**config.mk**
```make
export PLATFORM = sky130hd
export DESIGN_NAME = mfa_share_arb
export DESIGN_NICKNAME = d
export VERILOG_FILES = /design/src/rtl/mfa_share_arb.sv
export SDC_FILE = /design/constraint.sdc
export NUM_CORES = 1
export LEC_CHECK = 0
export CORE_MARGIN = 8
export CORE_UTILIZATION = 47
export CTS_CLUSTER_SIZE = 24
export DETAILED_ROUTE_END_ITERATION = 6
export PLACE_DENSITY = 0.79
export SETUP_SLACK_MARGIN = 0.15
export SLEW_MARGIN = 5
export SYNTH_ARGS = -nofsm -noshare
export SYNTH_HDL_FRONTEND = slang
export SYNTH_SLANG_ARGS = --single-unit
```
**constraint.sdc**
```tcl
create_clock -name clock -period 2.1 [get_ports clock]
set_input_delay 0.21 -clock clock [delete_from_list [all_inputs] [get_ports clock]]
set_output_delay 0.21 -clock clock [all_outputs]
set_load 0.005 [all_outputs]
```
**src/rtl/mfa_share_arb.sv**
```systemverilog
// mfa_share_arb: round-robin owner arbiter for the shared MFA unit.
// One requester owns the MFA unit for a complete store/snoop/restore
// sequence; every other active requester sees nack until release.
// Optional watchdog: define MFA_ARB_TIMEOUT_EN to force release of a hung
// owner after TIMEOUT_CYC cycles of ownership.

// Per-requester nack cell: requesting while someone else holds the unit.
module mfa_share_arb_nack_cell (
  input  logic req,
  input  logic grant,
  input  logic active,
  output logic nack
);
  assign nack = req & active & ~grant;
endmodule

module mfa_share_arb #(
  parameter int NUM_REQ     = 4,
  parameter int WIDTH_SEL   = $clog2(NUM_REQ),
  parameter int TIMEOUT_CYC = 4096
) (
  input  logic                 clock,
  input  logic                 reset,
  input  logic [NUM_REQ-1:0]   I_Req,
  input  logic                 I_Idle_MFA,
  input  logic                 I_End_MFA,
  output logic [NUM_REQ-1:0]   O_Grant,
  output logic [WIDTH_SEL-1:0] O_Sel,
  output logic                 O_Active,
  output logic [NUM_REQ-1:0]   O_Nack,
  output logic                 O_Timeout
);

  typedef enum logic [1:0] {ARB_IDLE, ARB_WAIT, ARB_RUN, ARB_REL} arb_state_t;

  arb_state_t           state;
  logic [WIDTH_SEL-1:0] ptr;
  logic                 pick_vld;
  logic [WIDTH_SEL-1:0] pick_idx;
  logic                 wd_expire;
  logic                 release_now;
  logic [WIDTH_SEL-1:0] ptr_next;

  // Rotating priority scan: first set request at or above ptr, with wrap.
  always_comb begin
    logic [WIDTH_SEL:0] sum;
    pick_vld = 1'b0;
    pick_idx = '0;
    sum      = '0;
    for (int k = 0; k < NUM_REQ; k++) begin
      sum = {1'b0, ptr} + (WIDTH_SEL+1)'(k);
      if (sum >= (WIDTH_SEL+1)'(NUM_REQ)) sum = sum - (WIDTH_SEL+1)'(NUM_REQ);
      if (!pick_vld && I_Req[sum[WIDTH_SEL-1:0]]) begin
        pick_vld = 1'b1;
        pick_idx = sum[WIDTH_SEL-1:0];
      end
    end
  end

  // Release conditions: withdraw before start, end/abort while running,
  // or watchdog expiry in either owned state. End in WAIT is ignored.
  always_comb begin
    release_now = 1'b0;
    case (state)
      ARB_WAIT: release_now = wd_expire | (I_Idle_MFA & ~I_Req[O_Sel]);
      ARB_RUN:  release_now = wd_expire | I_End_MFA | I_Idle_MFA;
      default:  release_now = 1'b0;
    endcase
  end

  assign ptr_next = (O_Sel == WIDTH_SEL'(NUM_REQ-1)) ? '0 : O_Sel + 1'b1;

  // Ownership FSM with registered grant/sel/active.
  always_ff @(posedge clock or posedge reset) begin
    if (reset) begin
      state    <= ARB_IDLE;
      O_Grant  <= '0;
      O_Sel    <= '0;
      O_Active <= 1'b0;
      ptr      <= '0;
    end else if (release_now) begin
      state    <= ARB_REL;
      O_Grant  <= '0;
      O_Active <= 1'b0;
      ptr      <= ptr_next;
    end else begin
      case (state)
        ARB_IDLE: if (pick_vld) begin
          state    <= ARB_WAIT;
          O_Grant  <= NUM_REQ'(1) << pick_idx;
          O_Sel    <= pick_idx;
          O_Active <= 1'b1;
        end
        ARB_WAIT: if (!I_Idle_MFA) state <= ARB_RUN;
        ARB_RUN:  state <= ARB_RUN;
        default:  state <= ARB_IDLE;
      endcase
    end
  end

`ifdef MFA_ARB_TIMEOUT_EN
  localparam logic [12:0] WD_LAST = 13'(TIMEOUT_CYC - 1);
  logic [12:0] wd_cnt;

  assign wd_expire = O_Active & (wd_cnt == WD_LAST);
  // A genuine end in the expiry cycle wins and is not reported as a timeout.
  assign O_Timeout = wd_expire & ~((state == ARB_RUN) & I_End_MFA);

  // Ownership age: cleared on grant and on any release, counts while owned.
  always_ff @(posedge clock or posedge reset) begin
    if (reset)                             wd_cnt <= '0;
    else if (state == ARB_IDLE && pick_vld) wd_cnt <= '0;
    else if (release_now)                  wd_cnt <= '0;
    else if (O_Active)                     wd_cnt <= wd_cnt + 13'd1;
  end
`else
  assign wd_expire = 1'b0;
  // Always 0 for any legal TIMEOUT_CYC; keeps the parameter referenced so the
  // parameter list stays identical across both builds.
  assign O_Timeout = (TIMEOUT_CYC < 0);
`endif

  for (genvar i = 0; i < NUM_REQ; i++) begin : g_nack
    mfa_share_arb_nack_cell u_nack (
      .req    (I_Req[i]),
      .grant  (O_Grant[i]),
      .active (O_Active),
      .nack   (O_Nack[i])
    );
  end

endmodule
```
# After elaboration in Yosys (flattened, before gate mapping)
# Cells that the tools add are included.
[classes] addsub=8 n_lt_le_gt_ge=9 eq_ne=5 shifts=1 mux=34 bitwise_logic=16 n_reduce_logical=12
[ops] op="two-way mux 2 bit" count=12
[ops] op="less-than comparator 2 x 3 -> 1 bit, second input constant" count=5
[ops] op="two-way mux 1 bit" count=12
[ops] op="two-way mux 4 bit" count=3
[ops] op="binary-select mux 1 bit (select 2 bit)" count=5
[ops] op="AND 1 bit" count=9
[ops] op=">= comparator 3 bit, second input constant" count=3
[ops] op="subtractor 2 x 1 -> 2 bit, second input constant" count=4
[ops] op="adder 2 x 2 -> 3 bit, second input constant" count=2
[ops] op="!= test 3 bit, second input constant" count=2
[ops] op="inverter 1 bit" count=6
[ops] op="case mux 2 bit (3 select lines)" count=1
[ops] op="equality test 2 bit, second input constant" count=2
[ops] op="AND reduction 2 bit" count=2
[ops] op="nonzero test 2 bit" count=2
[ops] op="<< shifter 1 x 2 -> 4 bit, first input constant" count=1
[ops] op="adder 2 x 1 -> 3 bit, second input constant" count=1
[ops] op=">= comparator 2 x 3 -> 1 bit, second input constant" count=1
[ops] op="logical AND 1 bit" count=3
[ops] op="logical NOT 1 bit" count=3
[ops] op="AND reduction 3 bit" count=1
[ops] op="adder 2 x 1 -> 2 bit, second input constant" count=1
[ops] op="equality test 2 x 1 -> 1 bit, second input constant" count=1
[ops] op="logical NOT 2 bit" count=1
[ops] op="2 further kinds" count=2
[word_totals] register_bits=11 input_bits=8 output_inout_bits=12 elab_cells=90

# Longest topological paths before layout
# Gate-level depths: netlist of the first run.
[logic_depth] depth_word=18 ltp_mapped=8 ltp_nobuf=7

# Hierarchy
# Synthesis of the first run repeated with hierarchy kept, for this count alone.
[hier_totals] hier_cells=76 area_unflattened_um2=695.7
[modules_own_cells] mod="mfa_share_arb" instances=1 cells_each=72 area_each_um2=660.6 seq_area_each_um2=275.3
[modules_own_cells] mod="mfa_share_arb_nack_cell" instances=4 cells_each=1 area_each_um2=8.8 seq_area_each_um2=0.0

# Worst setup path after synthesis of the first run
# Ideal clock, no wire load.
[synth_path] path_type="reg-to-reg" from="register state[1]" to="register ptr[1]" arrival_ns=1.407 t_required_ns=1.975 slack_ns=0.568 stages_incl_launch_ff=7 n_path_buf=1 period_less_slack_ns=1.532 cell_sequence="dfrtp_1 inv_1 ha_1 a31oi_1 a21oi_1 buf_2 mux2_2"
[synth_between] elab_chain_cells=2 elab_cells_between_ends=3 cone_classes="eq/ne (2); mux (1)"
[synth_lines] item="start: declaration" line="36" rtl="arb_state_t state;"
[synth_lines] item="start signal: assignment" line="76" rtl="state <= ARB_IDLE;"
[synth_lines] item="start signal: assignment" line="82" rtl="state <= ARB_REL;"
[synth_lines] item="start signal: assignment" line="89" rtl="state <= ARB_WAIT;"
[synth_lines] item="equality test 2 bit or equality test 2 x 1 -> 1 bit (tied branches)" line="64" rtl="case (state)"
[synth_lines] item="case mux 1 bit (2 select lines) (*)" line="64"
[synth_lines] item="end signal: assignment" line="85" rtl="ptr <= ptr_next;"
[synth_lines] item="end: declaration" line="37" rtl="logic [WIDTH_SEL-1:0] ptr;"
# Mark *: on every way between the ends. The rest lies on a longest branch, timed or not.
# A chain may end at the register's enable or synchronous reset.

# Worst setup path in the final report of the first run
[layout_path] from="register O_Sel[1]" to="register O_Sel[0]"
[layout_between] elab_chain_cells=7
[layout_lines] item="start: declaration" line="28" rtl="output logic [WIDTH_SEL-1:0] O_Sel,"
[layout_lines] item="start signal: assignment" line="91" rtl="O_Sel <= pick_idx;"
[layout_lines] item="binary-select mux 1 bit (select 2 bit)" line="65" rtl="ARB_WAIT: release_now = wd_expire | (I_Idle_MFA & ~I_Req[O_Sel]);"
[layout_lines] item="two-way mux 1 bit (implied by the code)" line="65"
[layout_lines] item="inverter 1 bit" line="65"
[layout_lines] item="AND 1 bit" line="65"
[layout_lines] item="case mux 1 bit (2 select lines)" line="64"
[layout_lines] item="inverter 1 bit (no source line)"
[layout_lines] item="AND reduction 3 bit (no source line)"
# Every way passes these cells. The select of a mux whose other input is x is not followed.

==> results by group, run 1 <==
Synthesis
  • Synth cell types: 27
  • Synth Area in Adders: 0.06579
  • Largest family of logic cells by synthesized area: simple AND/OR/NAND/NOR gates
  • Simple-gate share of the synthesized area: 0.2237
  • Largest cells by area after synthesis: dfrtp_1, buf_4, nand2_1, a21oi_1, ha_1
  • Post-synthesis mux area share: 0.09375
  • Avg Synthesized Cell Area: slightly below 9 µm²
  • Sequential-to-total area share from yosys stat: 0.3618
  • Syn Inst Count: 87
  • Yosys warns: 0
  • Flops & latches, synth: 11
  • Share of the synthesized area in the top cell type: 0.3618
  • Mapped Area: roughly 760 µm²
  • Synthesized net count: just under 100
  • Post-synthesis xor/xnor area fraction: 0
  • Cell taking the most area after synthesis: dfrtp_1
  • Compound-Gate Fraction of Synth Area: 0.1299

STA
  • Fin crit period: around 1.7 ns
  • Final period utilization: 0.8289
  • Max Clk Rate: ~570 MHz
  • Final Hold Viols: 0
  • Final Setup Violations: 0
  • Total negative slack: 0 ns
  • Final slew viol count: 0
  • Clock skew: between 0.002 and 0.003 ns
  • RSZ-0062 raised after global routing: no

Floorplanning
  • Core area: about 0.0015 mm²
  • Die Width: between 50 and 60 µm
  • Initial Util: 0.5050
  • Rows: 14
  • Top-level I/O count: 20
  • Die span in y: between 50 and 60 µm
  • Die ar.: around 0.0032 mm²

Drt
  • Post-DR vias/cell: 5.367
  • Drt wl/cell: between 10 and 15 µm
  • DRC Markers: 0
  • DR iter-0 viols: 22
  • Via Count: 644
  • Drt total wl: around 1600 µm
  • Routed Antenna Nets: 0
  • Drt first pass iters: 4

Cells and area
  • Share of the core filled with cells: 0.6321
  • Layout cell share with drive strength beyond 1: 0.1346
  • Final instance area: 952.2 µm²
  • Area Overhead vs Synth: 25.16%
  • Nets: between 100 and 150
  • Diodes inserted: 0
  • Most frequent cells in the layout: clkdlybuf4s50_1, nand2_1, dfrtp_1
  • Commonest non-fill, non-tap cell in the layout: clkdlybuf4s50_1
  • Non-Filler Instances: 120

Pwr
  • Power Dens Cells: about 1400 mW/mm²
  • Peak VDD IR: 747.6 µV
  • LEAKAGE: ~0.44 nW

Outcome
  • Status: completed

Clock network
  • Clock transition at the registers of the reported paths: approximately 0.070 ns
  • Cts hold-fix bufs: 0
  • TritonCTS clock tree: built
  • Worst-Skew Late Latency: approximately 0.27 ns
  • Clock Tree Buf Depth: 2
  • Total CTS buffers: 3
  • Clk sinks: 11
  • PostCTS Resize Cnt: 0
  • Htree depth: 1
  • Post-CTS Setup Inserts: 0
  • CTS root buffer: clkbuf_4

Worst setup path
  • Worst EP arrival: around 1.9 ns
  • Kind of critical path: reg2reg
  • Max Fanout on Critical Path: 5
  • Worst setup SP type: register
  • WP data required: 2.25 ns
  • Critical path cell sequence: mux2i_1, a31oi_1, a21oi_1, nand2b_4, mux2_4
  • Max stage delay on crit path: 0.45 ns
  • Worst Path Buf+Inv: 0
  • Delay-heaviest family, CP: multiplexers
  • Worst Setup End Kind: register
  • Slowest library cell on the worst path: dfrtp_1

Global route
  • First-pass GRT wire length: between 2000 and 3000 µm
  • Grt ovf: 0
  • Pin count of the biggest net entering global routing: 12
  • Initial antenna violation count: 0
  • Total track usage: 0.1063
  • Number of global-route vias before repair: about 670

Place
  • Final Wtd Congestion: around 0.86
  • Placed cell areas: ~930 µm²
  • HPWL Detailed: 1323 µm
  • Port Buffers: 18
  • Placed cell count: 116

Flow run
  • Max-cap violations: 0

Min path
  • Worst hold path class: in2async
==> metal layers <==
metal | vias to the layer above | share of wire | global-route usage
met3 | 4 | 0.074 | 0.03653
met4 | 0 | 0.021 | 0.04811
met2 | 23 | 0.47 | 0.1823
li1 | 320 | - | -
met1 | 297 | 0.43 | 0.1136
met5 | - | 0 | 0
==> synthesized netlist by cell type <==
cell type	n
nand2_1	14
dfrtp_1	11
a21oi_1	10
buf_4	9
nor2_1	8
inv_1	5
ha_1	4
nand3b_1	4
mux2i_1	3
mux2_4	2
a21o_1	1
a2bb2oi_1	1
a31oi_1	1
and2_4	1
buf_2	1
conb_1	1
mux2_2	1
nand2b_4	1
nand3_1	1
nor3_1	1
nor3b_1	1
o21ai_0	1
o21ai_1	1
o21bai_1	1
o22a_1	1
or3_1	1
or4_4	1
==> stage by stage <==
step                      power (mW)  hold WS [ns]  setup slack [ns]
after global placement         1.143        0.5253           0.09884
after global routing           1.430        0.2773            0.2152
after floorplan               0.9138       0.06244            0.5679
after CTS                      1.322        0.2452            0.3347
final                          1.308        0.2251            0.3593
after detailed placement       1.178        0.5259            0.1231
==> final timing paths <==
| path | startpoint | to | slack [ns] | cells past startpoint |
|---|---|---|---|---|
| worst max-delay path | O_Sel[1]$_DFFE_PP0P_ | O_Sel[0]$_DFFE_PP0P_ | 0.36 | 5 |
| worst min-delay path | reset | state[0]$_DFFE_PP0P_ | 0.23 | 2 |
| worst max register to register | O_Sel[1]$_DFFE_PP0P_ | O_Sel[0]$_DFFE_PP0P_ | 0.36 | 5 |
| worst min register to register | O_Grant[2]$_DFFE_PP0P_ | O_Grant[2]$_DFFE_PP0P_ | 0.54 | 2 |
| max in group asynchronous | reset | O_Sel[1]$_DFFE_PP0P_ | 1.58 | 2 |
| min in group clock | O_Grant[2]$_DFFE_PP0P_ | O_Grant[2]$_DFFE_PP0P_ | 0.54 | 2 |
==> kinds of logic after synthesis <==
group / after synthesis
and+or+nand+nor: 33
buffers and inverters: 15
AOI/OAI and AO/OA: 17
DFF: 11
other: 1
muxes: 6
adders and majority gates: 4
==> worst register-to-register path: cells and delay by family, from the launching register on <==
family / cells / cell delay (ns)
compound gates: 2 / 0.41
simple gates: 1 / 0.21
mux: 2 / 0.55
flops: 1 / 0.45
==> final cells by class <==
| type | count | area [µm²] |
|---|---|---|
| fill | 128 | 554.3 |
| multi-input combinational | 61 | 394.1 |
| sequential | 11 | 275.3 |
| timing repair buffer | 23 | 217.7 |
| clock buffer | 4 | 26.28 |
| tap | 16 | 20.02 |
| inverter | 5 | 18.77 |
==> report_power, final <==
part           switching (mW)  internal (mW)  leakage, nW
Clock                  0.0706         0.0736       0.0150
Combinational           0.318          0.439        0.288
Sequential             0.0964          0.310        0.136
==> state kept, by name (all words and copies together), names as in the netlist <==
register  cells
O_Active      1
ptr           2
state         2
O_Sel         2
O_Grant       4
Power figures use the tool's default switching activity.
==> run 2, diff against run 1 <==
==> constraint.sdc (replaced) <==
create_clock -name clock -period 1.7 [get_ports clock]
set_input_delay 0.17 -clock clock [delete_from_list [all_inputs] [get_ports clock]]
set_output_delay 0.17 -clock clock [all_outputs]
set_load 0.005 [all_outputs]
==> results by group, run 2 (synthesized netlist as in run 1, its figures left out) <==
Min path
  • Worst hold path class: in2async (unchanged)

STA
  • Final slew viol count: 0 (unchanged)
  • Final period utilization: 0.9662 (was 0.8289)
  • Hold slack: 0.1911 ns (was 0.2251 ns)
  • Final Hold Viols: 0 (unchanged)
  • Fin crit period: 1.642 ns (was 1.741 ns)
  • Clock skew: 0.007457 ns (was 0.002988 ns)
  • RSZ-0062 raised after global routing: yes (was no)
  • Total negative slack: 0 ns (unchanged)
  • Max Clk Rate: 608.8 MHz (was 574.5 MHz)
  • Final Setup Violations: 0 (unchanged)

Pwr
  • Clk pwr share: 0.091 (was 0.110)
  • Switching Fraction: 0.3866 (was 0.3711)
  • Overall power: 1.975 mW (was 1.308 mW)
  • Internal: 1.211 mW (was 822.6 µW)
  • Net Sw Power: 763.6 µW (was 485.4 µW)
  • Peak VDD IR: 1282 µV (was 747.6 µV)
  • Power Dens Cells: 1727 mW/mm² (was 1374 mW/mm²)
  • Seq pwr share: 0.267 (was 0.310)
  • LEAKAGE: 0.5459 nW (was 0.4392 nW)
  • Gate power share: 0.642 (was 0.579)

Clock network
  • Total CTS buffers: 3 (unchanged)
  • TritonCTS clock tree: built (unchanged)
  • Worst-Skew Late Latency: 0.27 ns (about the same)
  • Clk sinks: 11 (unchanged)
  • Clock transition at the registers of the reported paths: 0.08 ns (was 0.07 ns)
  • Htree depth: 1 (unchanged)
  • Clock Tree Buf Depth: 2 (unchanged)
  • CTS root buffer: clkbuf_4 (unchanged)
  • Cts hold-fix bufs: 0 (unchanged)

Cells and area
  • Share of the core filled with cells: 0.7591 (was 0.6321)
  • Top reg by flops: O_Grant (unchanged)
  • Most frequent cells in the layout: buf_4, nand2_1, clkdlybuf4s50_1 (was clkdlybuf4s50_1, nand2_1, dfrtp_1)
  • Area Overhead vs Synth: 50.33% (was 25.16%)
  • Nets: 130 (was 117)
  • Max reg flops: 4 (unchanged)
  • Diodes inserted: 0 (unchanged)
  • Layout cell share with drive strength beyond 1: 0.3333 (was 0.1346)
  • Fillers: 105 (was 128)
  • Commonest non-fill, non-tap cell in the layout: buf_4 (was clkdlybuf4s50_1)

Worst setup path
  • Kind of critical path: reg2reg (unchanged)
  • Worst setup SP type: register (unchanged)
  • Reg2Reg Setup Slack: 0.06 ns (was 0.36 ns)
  • WP data required: 1.85 ns (was 2.25 ns)
  • Worst Setup End Kind: register (unchanged)
  • Crit path capture: O_Sel[0]$_DFFE_PP0P_ (unchanged)
  • Max Fanout on Critical Path: 3 (was 5)
  • Origin of the critical flop-to-flop path: O_Sel[1]$_DFFE_PP0P_ (unchanged)
  • FF-to-FF path depth: 5 (unchanged)
  • Worst EP arrival: 1.79 ns (was 1.89 ns)
  • Worst R2R End: O_Sel[0]$_DFFE_PP0P_ (unchanged)
  • Critical Path Source: O_Sel[1]$_DFFE_PP0P_ (unchanged)

Floorplanning
  • Die ar.: 0.003162 mm² (unchanged)
  • Initial Util: 0.5050 (unchanged)
  • Top-level I/O count: 20 (unchanged)
  • Die span in y: 56.23 µm (unchanged)
  • Die Width: 56.23 µm (unchanged)
  • Core area: 0.001506 mm² (unchanged)
  • Rows: 14 (unchanged)

Global route
  • First-pass GRT wire length: 3291 µm (was 2808 µm)
  • Grt ovf: 0 (unchanged)
  • Pin count of the biggest net entering global routing: 12 (unchanged)
  • Total track usage: 0.1243 (was 0.1063)
  • Initial antenna violation count: 0 (unchanged)
  • Number of global-route vias before repair: 718 (was 672)

Drt
  • DRC Markers: 0 (unchanged)
  • Drt wl/cell: 15.21 µm (was 13.18 µm)
  • Routed Antenna Nets: 0 (unchanged)
  • Via Count: 691 (was 644)
  • Drt total wl: 2023 µm (was 1581 µm)
  • DR iter-0 viols: 17 (was 22)
  • Drt first pass iters: 4 (unchanged)
  • Post-DR vias/cell: 5.195 (was 5.367)

Outcome
  • Status: completed (unchanged)

Flow run
  • Max-cap violations: 0 (unchanged)

Place
  • Port Buffers: 18 (unchanged)
  • HPWL Detailed: 1441 µm (was 1323 µm)
  • Final Wtd Congestion: 0.8467 (was 0.8625)
==> run 2: changes by cell type in the layout (fill, tap and decap cells not counted), moves of 3 or more <==
cell             previous run  this run
buf_4                       5        17
clkdlybuf4s50_1            18        11
dlygate4sd2_1               0         4
dlymetal6s2s_1              0         3
ha_1                        4         1
ha_4                        0         3
==> run 2: final cells by class <==
class,instances,area [µm²],share of cell area
Sequential cell,11,276.5,0.2418
Tap cell,16,20.02,0.01751
Clock buffer,4,26.28,0.02298
Inverter,5,18.77,0.01641
Timing Repair Buffer,36,321.6,0.2812
Multi-Input combinational cell,61,480.5,0.4201
==> run 2: routing by layer <==
metal,up-vias,wire length [µm],global-route usage
li1,344,-,-
met3,2,140,0.03653
met2,26,982,0.2060
met1,319,895,0.1479
met4,0,5,0.04124
met5,-,0,0
==> run 2: how the worst min path moves through the flow <==
stage / to / slack (ns) / cells past startpoint
CTS: O_Active$_DFFE_PP0P_ / 0.20 / 2
global placement: state[0]$_DFFE_PP0P_ / 0.49 / 2
finish: O_Active$_DFFE_PP0P_ / 0.19 / 2
global route: O_Grant[3]$_DFFE_PP0P_ / 0.26 / 2
detailed placement: O_Active$_DFFE_PP0P_ / 0.49 / 2
floorplan: O_Active$_DFFE_PP0P_ / 0.02 / 1
==> run 2: metrics by stage <==
step | std cells | instance area [µm²] | setup WS (ns)
finish | 133 | 1144 | 0.05753
detailed placement | 123 | 978.4 | -0.1616
global placement | 123 | 978.4 | -0.1507
floorplan | 87 | 760.7 | 0.1679
global route | 133 | 1144 | 0.01168
CTS | 131 | 1087 | 0.1532
==> run 2: worst max-delay path: stages (launching register included) <==
cell and delay [ns]:
dfrtp_2 0.43, mux2i_2 0.27, nand3b_1 0.19, a21oi_4 0.19, nand2b_4 0.16, mux2_4 0.29
==> run 2: repair_timing <==
item                                    in CTS  in global routing
resized for setup                           14                 10
endpoints found under the setup margin       9                  7
setup buffers                                4                  2
pin swaps                                    2                  4
==> run 2: power by group through the flow <==
stage          combinational, mW  clock [mW]  sequential, mW
2_1_floorplan              0.645           0           0.484
3_3_place_gp               0.933           0           0.504
3_5_place_dp               0.962           0           0.515
4_1_cts                     1.13       0.182           0.518
5_1_grt                     1.38       0.192           0.542
6_report                    1.27       0.179           0.527
